`src/rtl/vending_pkg.sv`:
```
// vending_pkg: coin codes shared by coin_acceptor and vending_machine
package vending_pkg;
    typedef enum logic [1:0] {
        COIN_NONE = 2'b00,
        COIN_5    = 2'b01,
        COIN_10   = 2'b10
    } coin_e;
    function automatic coin_e coin_of(input logic is_five);
        return is_five ? COIN_5 : COIN_10;
    endfunction
endpackage

```
`src/rtl/coin_debouncer.sv`:
```
// coin_debouncer: 2-flop synchroniser, debounce counter and registered rising-edge strobe
module coin_debouncer #(
    parameter int DEBOUNCE_CYCLES = 4
) (
    input  logic clock,
    input  logic reset,
    input  logic raw_i,
    output logic rise_o
);
    localparam int CW = $clog2(DEBOUNCE_CYCLES + 1);
    logic [1:0]    sync_q;
    logic          deb_q;
    logic          rise_q;
    logic [CW-1:0] cnt_q;
    logic          differ;
    logic          flip;
    assign differ = sync_q[1] != deb_q;
    assign flip   = differ && cnt_q == CW'(DEBOUNCE_CYCLES - 1);
    assign rise_o = rise_q;
    // Reset to "occupied" so a sensor held high through reset never looks like a new coin
    always_ff @(posedge clock or posedge reset) begin
        if (reset) begin
            sync_q <= 2'b11;
            deb_q  <= 1'b1;
            cnt_q  <= '0;
            rise_q <= 1'b0;
        end else begin
            sync_q <= {sync_q[0], raw_i};
            cnt_q  <= (!differ || flip) ? '0 : cnt_q + CW'(1);
            deb_q  <= flip ? sync_q[1] : deb_q;
            rise_q <= flip && sync_q[1];
        end
    end
endmodule

```
`src/rtl/coin_acceptor.sv`:
```
// coin_acceptor: debounces both coin sensors, queues coin events and replays them
// as single-cycle codes with a minimum idle gap between deliveries.
module coin_acceptor
    import vending_pkg::*;
#(
    parameter int DEBOUNCE_CYCLES = 4,
    parameter int FIFO_DEPTH      = 4,
    parameter int GAP_CYCLES      = 1
) (
    input  logic                               clock,
    input  logic                               reset,
    input  logic                               coin5_raw,
    input  logic                               coin10_raw,
    output logic [1:0]                         coin_code,
    output logic                               reject,
    output logic                               overflow,
    output logic [$clog2(FIFO_DEPTH+1)-1:0]    fifo_count
);
    localparam int AW = $clog2(FIFO_DEPTH);
    localparam int GW = $clog2(GAP_CYCLES + 2);
    logic          rise5, rise10;
    logic [1:0]    mem_q [FIFO_DEPTH];
    logic [AW:0]   wr_ptr_q, rd_ptr_q, count;
    logic [GW-1:0] gap_q;
    logic [1:0]    code_q;
    logic          reject_q, overflow_q;
    logic          full, pop, push_req, push;
    coin_debouncer #(.DEBOUNCE_CYCLES(DEBOUNCE_CYCLES)) u_deb5 (
        .clock  (clock),
        .reset  (reset),
        .raw_i  (coin5_raw),
        .rise_o (rise5)
    );
    coin_debouncer #(.DEBOUNCE_CYCLES(DEBOUNCE_CYCLES)) u_deb10 (
        .clock  (clock),
        .reset  (reset),
        .raw_i  (coin10_raw),
        .rise_o (rise10)
    );
    assign count      = wr_ptr_q - rd_ptr_q;
    assign full       = count == (AW+1)'(FIFO_DEPTH);
    assign pop        = count != '0 && gap_q == '0;
    assign push_req   = rise5 ^ rise10;
    // A pop on the same edge frees a slot, so a full FIFO can still accept
    assign push       = push_req && (!full || pop);
    assign fifo_count = count;
    assign coin_code  = code_q;
    assign reject     = reject_q;
    assign overflow   = overflow_q;
    always_ff @(posedge clock or posedge reset) begin
        if (reset) begin
            for (int i = 0; i < FIFO_DEPTH; i++) mem_q[i] <= COIN_NONE;
            wr_ptr_q   <= '0;
            rd_ptr_q   <= '0;
            gap_q      <= '0;
            code_q     <= COIN_NONE;
            reject_q   <= 1'b0;
            overflow_q <= 1'b0;
        end else begin
            if (push) begin
                mem_q[wr_ptr_q[AW-1:0]] <= coin_of(rise5);
                wr_ptr_q                <= wr_ptr_q + (AW+1)'(1);
            end
            if (pop) rd_ptr_q <= rd_ptr_q + (AW+1)'(1);
            code_q     <= pop ? mem_q[rd_ptr_q[AW-1:0]] : COIN_NONE;
            gap_q      <= pop ? GW'(GAP_CYCLES) : gap_q - GW'(gap_q != '0);
            reject_q   <= rise5 && rise10;
            overflow_q <= push_req && !push;
        end
    end
endmodule

```
`config.mk`:
```
export PLATFORM = sky130hd
export DESIGN_NAME = coin_acceptor
export DESIGN_NICKNAME = d
export VERILOG_FILES = /design/src/rtl/vending_pkg.sv /design/src/rtl/coin_debouncer.sv /design/src/rtl/coin_acceptor.sv
export SDC_FILE = /design/constraint.sdc
export NUM_CORES = 1
export LEC_CHECK = 0
export CAP_MARGIN = 20
export CORE_ASPECT_RATIO = 1.4
export CORE_MARGIN = 10
export CORE_UTILIZATION = 51
export CTS_CLUSTER_DIAMETER = 150
export DETAILED_ROUTE_END_ITERATION = 8
export PLACE_DENSITY = 0.82
export SLEW_MARGIN = 20
export SYNTH_ARGS = -nofsm -noshare
export SYNTH_HDL_FRONTEND = slang
export SYNTH_HIERARCHICAL = 1
export SYNTH_SLANG_ARGS = --single-unit
```
`constraint.sdc`:
```
create_clock -name clock -period 2.25 [get_ports clock]
set_clock_uncertainty 0.15 [all_clocks]
set_input_delay 0.675 -clock clock [delete_from_list [all_inputs] [get_ports clock]]
set_output_delay 0.675 -clock clock [all_outputs]
set_load 0.005 [all_outputs]
```
# --- Word level (Yosys, flattened, before mapping) ---
# Index checks and enable logic that the tools add are counted.
op_classes:
  order_cmp: 3
  n_bitwise: 3
  n_eq_ne: 5
  addsub: 6
  n_reduce_logical: 19
  n_mux: 11
op_table:
  columns: ["op", "n"]
  rows:
  - ["$add A3 B1 Y3 const B", 4]
  - ["$mux W2", 6]
  - ["$logic_and A1 B1 Y1", 9]
  - ["$bwmux W8", 1]
  - ["$eq A3 B2 Y1 const B", 2]
  - ["$ge A3 B3 Y1 const B", 2]
  - ["$mux W3", 2]
  - ["$not A2 Y3", 2]
  - ["$bmux W2 S2", 1]
  - ["$demux W2 S2", 1]
  - ["$logic_not A1 Y1", 4]
  - ["$eq A3 B3 Y1 const B", 1]
  - ["$logic_or A1 B1 Y1", 3]
  - ["$lt A3 B1 Y1 const B", 1]
  - ["$reduce_bool A3 Y1", 1]
  - ["$sub A3 B3 Y3", 1]
  - ["$logic_not A2 Y1", 1]
  - ["$ne A1 B1 Y1", 2]
  - ["$reduce_bool A2 Y1", 1]
  - ["$sub A2 B1 Y2", 1]
  - ["$xor A1 B1 Y1", 1]
word_totals:
  elab_cells: 65
  ff_bits: 34

# --- Logic depth before layout (Yosys ltp) ---
# Gate-level depths: netlist (run 1).
logic_depth:
  word_depth: 7
  depth_mapped: 6

# --- By module ---
# Netlist (run 1), hierarchy kept.
by_module_without_submodules:
  columns: ["mod", "n_inst", "cells_each", "area_per_inst_um2", "seq_area_each_um2"]
  rows:
  - ["coin_acceptor", 1, 78, 1046.0, 500.5]
  - ["coin_debouncer", 2, 19, 259.0, 178.9]

# --- Worst setup path after synthesis (run 1) ---
# No wires, ideal clock.
synth_timing:
  kind: "reg2out"
  from: "register wr_ptr_q[0]"
  to: "output port fifo_count[2]"
  stages_incl_launch_ff: 5
  arrival_time_ns: 1.431
  setup_slack_ns: -0.006
  path_cell_list: "dfrtp_1 -> inv_1 -> ha_1 -> fa_1 -> xor3_2"
synth_via:
  elab_chain_len: 1
synth_rtl:
  columns: ["item", "line", "text"]
  rows:
  - ["from (decl)", "coin_acceptor.sv:23", "logic [AW:0] wr_ptr_q, rd_ptr_q, count;"]
  - ["from (signal assigned)", "coin_acceptor.sv:62", "wr_ptr_q <= wr_ptr_q + (AW+1)'(1);"]
  - ["$sub A3 B3 Y3", "coin_acceptor.sv:40", "assign count = wr_ptr_q - rd_ptr_q;"]
  - ["to (decl)", "coin_acceptor.sv:17", "output logic [$clog2(FIFO_DEPTH+1)-1:0] fifo_count"]
# Every way passes these cells.

# --- Worst setup path after layout (run 1) ---
layout_timing:
  from: "register rd_ptr_q[0]"
  to: "output port fifo_count[2]"
layout_via:
  elab_chain_len: 1
layout_rtl:
  columns: ["item", "line", "text"]
  rows:
  - ["from (decl)", "coin_acceptor.sv:23", null]
  - ["from (signal assigned)", "coin_acceptor.sv:64", "if (pop) rd_ptr_q <= rd_ptr_q + (AW+1)'(1);"]
  - ["$sub A3 B3 Y3", "coin_acceptor.sv:40", null]
# Every way passes these cells.

==> flow_summary.json, run 1 <==
{
  "fmax_ghz": 0.417,
  "hpwlAfterDp_um": 2030,
  "fin_nets": 164,
  "slew_viol_final": 0,
  "setup_viol": 2,
  "place.gp.congestion": 0.757,
  "setup_ws_ns": -0.147,
  "area_growth_pct": 22.4,
  "wirelength_um": 2590,
  "drt-initial-drc-count": 31,
  "whs_ns": 0.206,
  "clock_latency_ns": 0.29,
  "hp-class": "flip-flop to flip-flop",
  "grt_usage_pct": 10.4,
  "crit_fanout": 2,
  "r2r_cells": 7,
  "timing.rr.start": "wr_ptr_q[0]$_DFFE_PP0P_",
  "finalInstanceArea_um2": 1910,
  "layout_commonest_cell": "dfrtp_1",
  "power.leakage_nw": 0.908,
  "post-place-ws_ns": -0.246,
  "io_pins": 11,
  "grt_pass1_vias": 1053,
  "worst_ep_required_time_ns": 1.42,
  "hold_viol": 0,
  "whs_path_depth": 0,
  "worstSetupEndpointType": "output pin",
  "syn_inst": 116,
  "sw_frac_of_total_pct": 36.0,
  "drv_cap": 0,
  "min_period_ns": 2.40,
  "drtAntennaViolNets": 0,
  "start_util_pct": 53.8,
  "drive_gt1_share_pct": 32.9,
  "crit_path_start_kind": "flip-flop",
  "htreeDepth": 2,
  "cts.clk_slew.worst_paths_ns": 0.06,
  "rr_endpoint": "mem_q[4]$_DFFE_PP0P_",
  "synth_cell_types": 27,
  "clockBufferDepth": 2,
  "path_class": "flip-flop to output pin",
  "p_total_mw": 2.68,
  "rsz0062_at_grt": "true",
  "p_sw_uw": 966,
  "power_frac_comb_pct": 50.4,
  "first_pass_iters": 4,
  "dp_cells": 175,
  "peakVddDrop_uv": 1270,
  "fin_crit_sh_pct": 107,
  "p_int_mw": 1.72,
  "yosysWarnings": 6,
  "cts_inserted_buffers": 5,
  "coreArea_um2": 2910,
  "rows": 23,
  "drt-wirelength-per-cell_um": 13.9,
  "grt_antenna_before_repair": 0,
  "ys.flop_type": "dfrtp_1",
  "hold_start": "u_deb10/sync_q[0]$_DFF_PP1_",
  "async_reset_ff_share_pct": 100,
  "grt_pass1_wl_um": 4620,
  "placed_area_um2": 1800,
  "dieArea_um2": 5710,
  "via_per_inst": 4.99,
  "pwr_density_cell_nw_per_um2": 1400,
  "fin_cells": 186,
  "syn_area_per_cell_um2": 13.5,
  "dieHeight_um": 85.5,
  "ys_seq_elements": 34,
  "drcViolationCount": 0,
  "syn_nets": 132,
  "tightest_slew_ns": 0.386,
  "fillers": 217,
  "seqPwrFrac_pct": 34.1,
  "num_antenna_cells": 0,
  "status": "finished, violations left",
  "hold_end": "u_deb10/sync_q[1]$_DFF_PP1_",
  "r2r_slack_ns": 0.08,
  "clkSinkCount": 34,
  "port_buffers": 10,
  "synth_area_leaders": "dfrtp_1 45%, dfstp_2 10%, ha_1 8.8%",
  "cts_tree": "built",
  "ys_seq_area_share_pct": 54.9,
  "synth_edf_count": 0,
  "final_cell_mix": "28 x dfrtp_1, 15 x buf_4, 14 x inv_1, 10 x ha_1, 8 x nand2_1",
  "yosys.area.top_type_share_pct": 44.8,
  "critPathArrivalTime_ns": 1.57,
  "grt_max_degree": 21,
  "die_w_um": 66.8,
  "num_vias": 929,
  "gr-total-overflow": 0,
  "clockRootBuffer": "clkbuf_8",
  "synth_area_um2": 1560,
  "clkPwrFrac_pct": 15.6,
  "violations": "setup timing",
  "yosysTopAreaCell": "dfrtp_1",
  "slew_headroom_pct": 74.2
}
## per-layer routing
layer	share of wire, %	track usage, %	routed length [um]	up-vias
met4	2.0	5.16	53	0
met5	0	0	0	-
met2	54	18.9	1390	16
met1	39	10.1	1020	457
met3	4.9	3.26	128	7
li1	-	-	-	449
## worst max-delay path by stage
stage               depth (start not counted)            end                     from  slack [ns]
CTS                                         4  fifo_count[2]  rd_ptr_q[0]$_DFFE_PP0P_       -0.26
finish                                      4  fifo_count[2]  rd_ptr_q[0]$_DFFE_PP0P_       -0.15
floorplan                                   4  fifo_count[2]  wr_ptr_q[0]$_DFFE_PP0P_        0.05
global route                                5  fifo_count[2]  wr_ptr_q[0]$_DFFE_PP0P_       -0.21
global placement                            5  fifo_count[2]  wr_ptr_q[0]$_DFFE_PP0P_       -0.21
detailed placement                          5  fifo_count[2]  wr_ptr_q[0]$_DFFE_PP0P_       -0.25
## power by group through the flow
stage          Clock [mW]  Combinational, mW  Sequential (mW)
3_3_place_gp            0               1.32            0.904
2_1_floorplan           0              0.812            0.912
3_5_place_dp            0               1.38            0.919
6_report            0.418               1.35            0.914
5_1_grt             0.452               1.53            0.935
4_1_cts             0.434               1.37            0.915
## synthesized netlist by cell type, types with 3 or more instances
cell type and n:
a21oi_2 3, dfrtp_1 28, dfstp_2 6, ha_1 11, inv_1 15, mux2_4 6, mux2i_1 5, nand2_1 8
nor2_1 4, nor3_1 5, xnor2_1 4
## area by class of cell
class | count | area [um2] | area share (%)
Multi-Input combinational cell | 67 | 672 | 35.1
Clock buffer | 8 | 80.1 | 4.18
Tap cell | 37 | 46.3 | 2.42
Timing Repair Buffer | 25 | 201 | 10.5
Sequential cell | 34 | 858 | 44.8
Inverter | 15 | 56.3 | 2.94
## stage by stage
step / TNS [ns] / util (%)
2_1_floorplan: 0 / -
3_3_place_gp: -0.350 / 62.0
3_5_place_dp: -0.413 / 62.0
4_1_cts: -0.392 / 65.3
5_1_grt: -0.370 / 65.9
6_report: -0.263 / 65.9
## critical path, stage by stage (launching register included)
cell and delay [ns]:
dfrtp_1 0.41, ha_4 0.17, fa_2 0.34, xor3_2 0.24, clkbuf_2 0.13
## repair_timing
item	in CTS	in global routing
resized for setup	10	2
hold buffers	0	0
setup buffers	1	2
pin swaps	0	1
setup endpoints to repair	7	7
## cells by family (layout without fill, tap and decap cells)
kind of cell	after synthesis	in the layout	synth area share [%]
flip-flops	34	34	54.9
XOR/XNOR	7	7	4.96
adder cells (fa/ha/maj)	12	12	10.1
multiplexers	13	13	11.8
buffers and inverters	15	48	3.60
AND/OR/NAND/NOR	25	25	8.56
AO/OA/AOI/OAI	10	10	6.08
## state kept, by name, indices dropped and copies added, names as in the netlist
register and cells:
mem_q 8, u_deb10/cnt_q 3, reject 1, u_deb5/rise_o 1, u_deb5/deb_q 1, gap_q 2
u_deb10/deb_q 1, u_deb5/cnt_q 3, wr_ptr_q 3, u_deb10/rise_o 1, overflow 1, coin_code 2
rd_ptr_q 3, u_deb5/sync_q 2, u_deb10/sync_q 2
Note: power is estimated with default switching activity, not from simulation.
==> run 2: changes to the inputs <==
- ABC_AREA: not set -> 1
- CORE_UTILIZATION: 51 -> 52
- PLACE_DENSITY: 0.82 -> 0.83
==> run 2 against run 1 <==
The flow still finishes with violations (setup timing). Via count up 43%. Global-route usage increased by 1.4 points. Synthesized cell count is 53% higher. Non-clock buffer count grew 4. Register-to-register slack barely moved. Largest cell class unchanged. Largest power group unchanged.
==> flow_summary.json, run 2 <==
{
  "drt-initial-drc-count": 79,
  "grt_pass1_wl_um": 5400,
  "ys_seq_area_share_pct": 52.9,
  "yosysTopAreaCell": "dfrtp_1",
  "clkSinkCount": 34,
  "grt_usage_pct": 11.8,
  "fin_nets": 228,
  "p_int_mw": 1.74,
  "whs_path_depth": 0,
  "fmax_ghz": 0.393,
  "cts.clk_slew.worst_paths_ns": 0.07,
  "postCtsHoldBufs": 0,
  "grt_antenna_before_repair": 0,
  "cts_inserted_buffers": 5,
  "ys_seq_elements": 34,
  "drtAntennaViolNets": 0,
  "seqPwrFrac_pct": 30.9,
  "syn_area_per_cell_um2": 9.18,
  "drive_gt1_share_pct": 30.0,
  "path_class": "flip-flop to output pin",
  "hold_viol": 0,
  "cp_common_cell": "inv_2",
  "worst_path_dominant_cell_family": "adder cells",
  "die_w_um": 67.2,
  "top_register": "mem_q",
  "largest_reg_flops": 8,
  "hpwlAfterDp_um": 2300,
  "clock_latency_ns": 0.28,
  "synth.most_common_cell": "nand2_1",
  "cts_tree": "built",
  "crit_path_start_kind": "flip-flop",
  "clkPwrFrac_pct": 14.2,
  "synth_area_um2": 1620,
  "layout_commonest_cell": "nand2_1",
  "fillers": 216,
  "rows": 23,
  "tightest_slew_ns": 0.311,
  "synth_edf_count": 0,
  "worst-path-buf-inv": 4,
  "fin_util_pct": 70.6,
  "yosysWarnings": 6,
  "slowest_delay_ns": 0.37,
  "violations": "setup timing",
  "hold_start": "u_deb10/sync_q[0]$_DFF_PP1_",
  "dieHeight_um": 86.1,
  "async_reset_ff_share_pct": 100,
  "start_util_pct": 55.3,
  "crit_fanout": 3,
  "yosys.area.top_type_share_pct": 43.1,
  "slew_viol_final": 0,
  "coreArea_um2": 2940,
  "area_growth_pct": 27.7,
  "critPathArrivalTime_ns": 1.72,
  "syn_inst": 177,
  "hp-class": "flip-flop to flip-flop",
  "worst_ep_required_time_ns": 1.42,
  "power.leakage_nw": 1.05,
  "min_period_ns": 2.54,
  "r2r_slack_ns": 0.07,
  "setup_ws_ns": -0.292,
  "syn_nets": 193,
  "port_buffers": 10,
  "dieArea_um2": 5790,
  "slew_headroom_pct": 79.3,
  "drcViolationCount": 0,
  "drt-wirelength-per-cell_um": 14.4,
  "final_cell_mix": "39 x nand2_1, 28 x dfrtp_1, 18 x inv_1, 18 x buf_4, 17 x nor2_1",
  "place.gp.congestion": 0.823,
  "rr_endpoint": "wr_ptr_q[2]$_DFFE_PP0P_",
  "num_antenna_cells": 0,
  "whs_ns": 0.205,
  "clockRootBuffer": "clkbuf_8",
  "sw_frac_of_total_pct": 41.5,
  "timing.rr.start": "wr_ptr_q[0]$_DFFE_PP0P_",
  "grt_max_degree": 21,
  "via_per_inst": 5.30,
  "pwr_density_cell_nw_per_um2": 1440,
  "peakVddDrop_uv": 1010,
  "power_frac_comb_pct": 54.9,
  "num_vias": 1326,
  "first_pass_iters": 4,
  "rsz0062_at_grt": "true",
  "worstSetupEndpointType": "output pin",
  "status": "finished, violations left",
  "synth_area_leaders": "dfrtp_1 43%, nand2_1 10%, dfstp_2 9.7%",
  "synth_cell_types": 20,
  "path_cells": "inv_2 > ha_4 > fa_2 > inv_2 > nand2_2 > nand2_1 > nand2_1 > nand2_2 > inv_2 > buf_6",
  "drv_cap": 0,
  "cp_slowest_cell": "dfrtp_1",
  "wirelength_um": 3590,
  "htreeDepth": 2,
  "p_sw_mw": 1.24,
  "ys.flop_type": "dfrtp_1",
  "setup_viol": 2,
  "gr-total-overflow": 0,
  "clockBufferDepth": 2,
  "hold_end": "u_deb10/sync_q[1]$_DFF_PP1_",
  "fin_crit_sh_pct": 113,
  "grt_pass1_vias": 1248,
  "r2r_cells": 14,
  "ys_top_cells_by_count": "44 x nand2_1, 28 x dfrtp_1, 21 x inv_1, 17 x nor2_1, 11 x ha_1",
  "io_pins": 11
}
-- run 2: cell families (layout without fill, tap and decap cells) --
kind of cell,count (synthesis),count (layout),share of synthesized area [%]
fa+ha+maj,12,12,9.71
simple gates,92,94,26.5
flops,34,34,52.9
buf+inv,30,64,7.94
xor+xnor,1,1,0.539
compound gates,8,8,2.47
-- run 2: cell type report --
| cell class | instances | area [um2] | share of cell area, % |
|---|---|---|---|
| inverters | 27 | 101 | 4.89 |
| flip-flops and latches | 34 | 858 | 41.4 |
| multi-input cells | 115 | 746 | 36.0 |
| clock buffers | 8 | 80.1 | 3.86 |
| repair buffers | 29 | 241 | 11.6 |
| well taps | 37 | 46.3 | 2.23 |
-- run 2: how the worst max path moves through the flow --
stage | cells past startpoint | slack [ns] | end | startpoint
2_1_floorplan | 9 | 0.04 | fifo_count[2] | wr_ptr_q[0]$_DFFE_PP0P_
3_3_place_gp | 9 | -0.33 | fifo_count[2] | wr_ptr_q[0]$_DFFE_PP0P_
3_5_place_dp | 9 | -0.41 | fifo_count[2] | wr_ptr_q[0]$_DFFE_PP0P_
4_1_cts | 9 | -0.31 | fifo_count[2] | rd_ptr_q[0]$_DFFE_PP0P_
5_1_grt | 10 | -0.35 | fifo_count[2] | wr_ptr_q[0]$_DFFE_PP0P_
6_report | 10 | -0.29 | fifo_count[2] | wr_ptr_q[0]$_DFFE_PP0P_
-- run 2: routing by layer --
| metal | GRT usage, % | share of wire (%) | wire, um |
|---|---|---|---|
| met3 | 3.13 | 3.9 | 140 |
| met2 | 20.2 | 56 | 2000 |
| met5 | 0 | 0 | 0 |
| met4 | 7.49 | 2.6 | 94 |
| met1 | 12.3 | 38 | 1350 |
-- run 2: worst reg2reg max path, stage by stage, from the launching register on --
cell and delay [ns]:
dfrtp_1 0.37, inv_2 0.06, ha_4 0.16, fa_2 0.37, inv_2 0.08, buf_4 0.10
buf_4 0.09, buf_4 0.08, buf_4 0.09, buf_6 0.10, nand2_8 0.07, nand3_4 0.12
nand3_4 0.11, nand2_1 0.08, nand2_1 0.05
-- run 2: through the flow --
step,cells,cell area (um2),setup TNS [ns],setup WS (ns),total power [mW]
2_1_floorplan,177,1630,0,0.0397,1.70
3_3_place_gp,231,1820,-0.471,-0.326,2.06
3_5_place_dp,231,1820,-0.607,-0.405,2.14
4_1_cts,246,1980,-0.901,-0.305,2.71
5_1_grt,250,2070,-0.543,-0.349,3.19
6_report,250,2070,-0.414,-0.292,2.98
-- run 2: repair_timing --
action / 4_1_cts / 5_1_grt
gates resized for setup: 19 / 12
cloned: 0 / 2
buffers inserted: 7 / 3
setup endpoints to repair: 3 / 14
pin swaps: 4 / 6
-- run 2: power groups by stage --
stage / clock (mW) / combinational [mW] / sequential, mW
5_1_grt: 0.456 / 1.80 / 0.935
4_1_cts: 0.427 / 1.37 / 0.917
3_3_place_gp: 0 / 1.15 / 0.908
2_1_floorplan: 0 / 0.779 / 0.916
6_report: 0.423 / 1.64 / 0.920
3_5_place_dp: 0 / 1.21 / 0.921
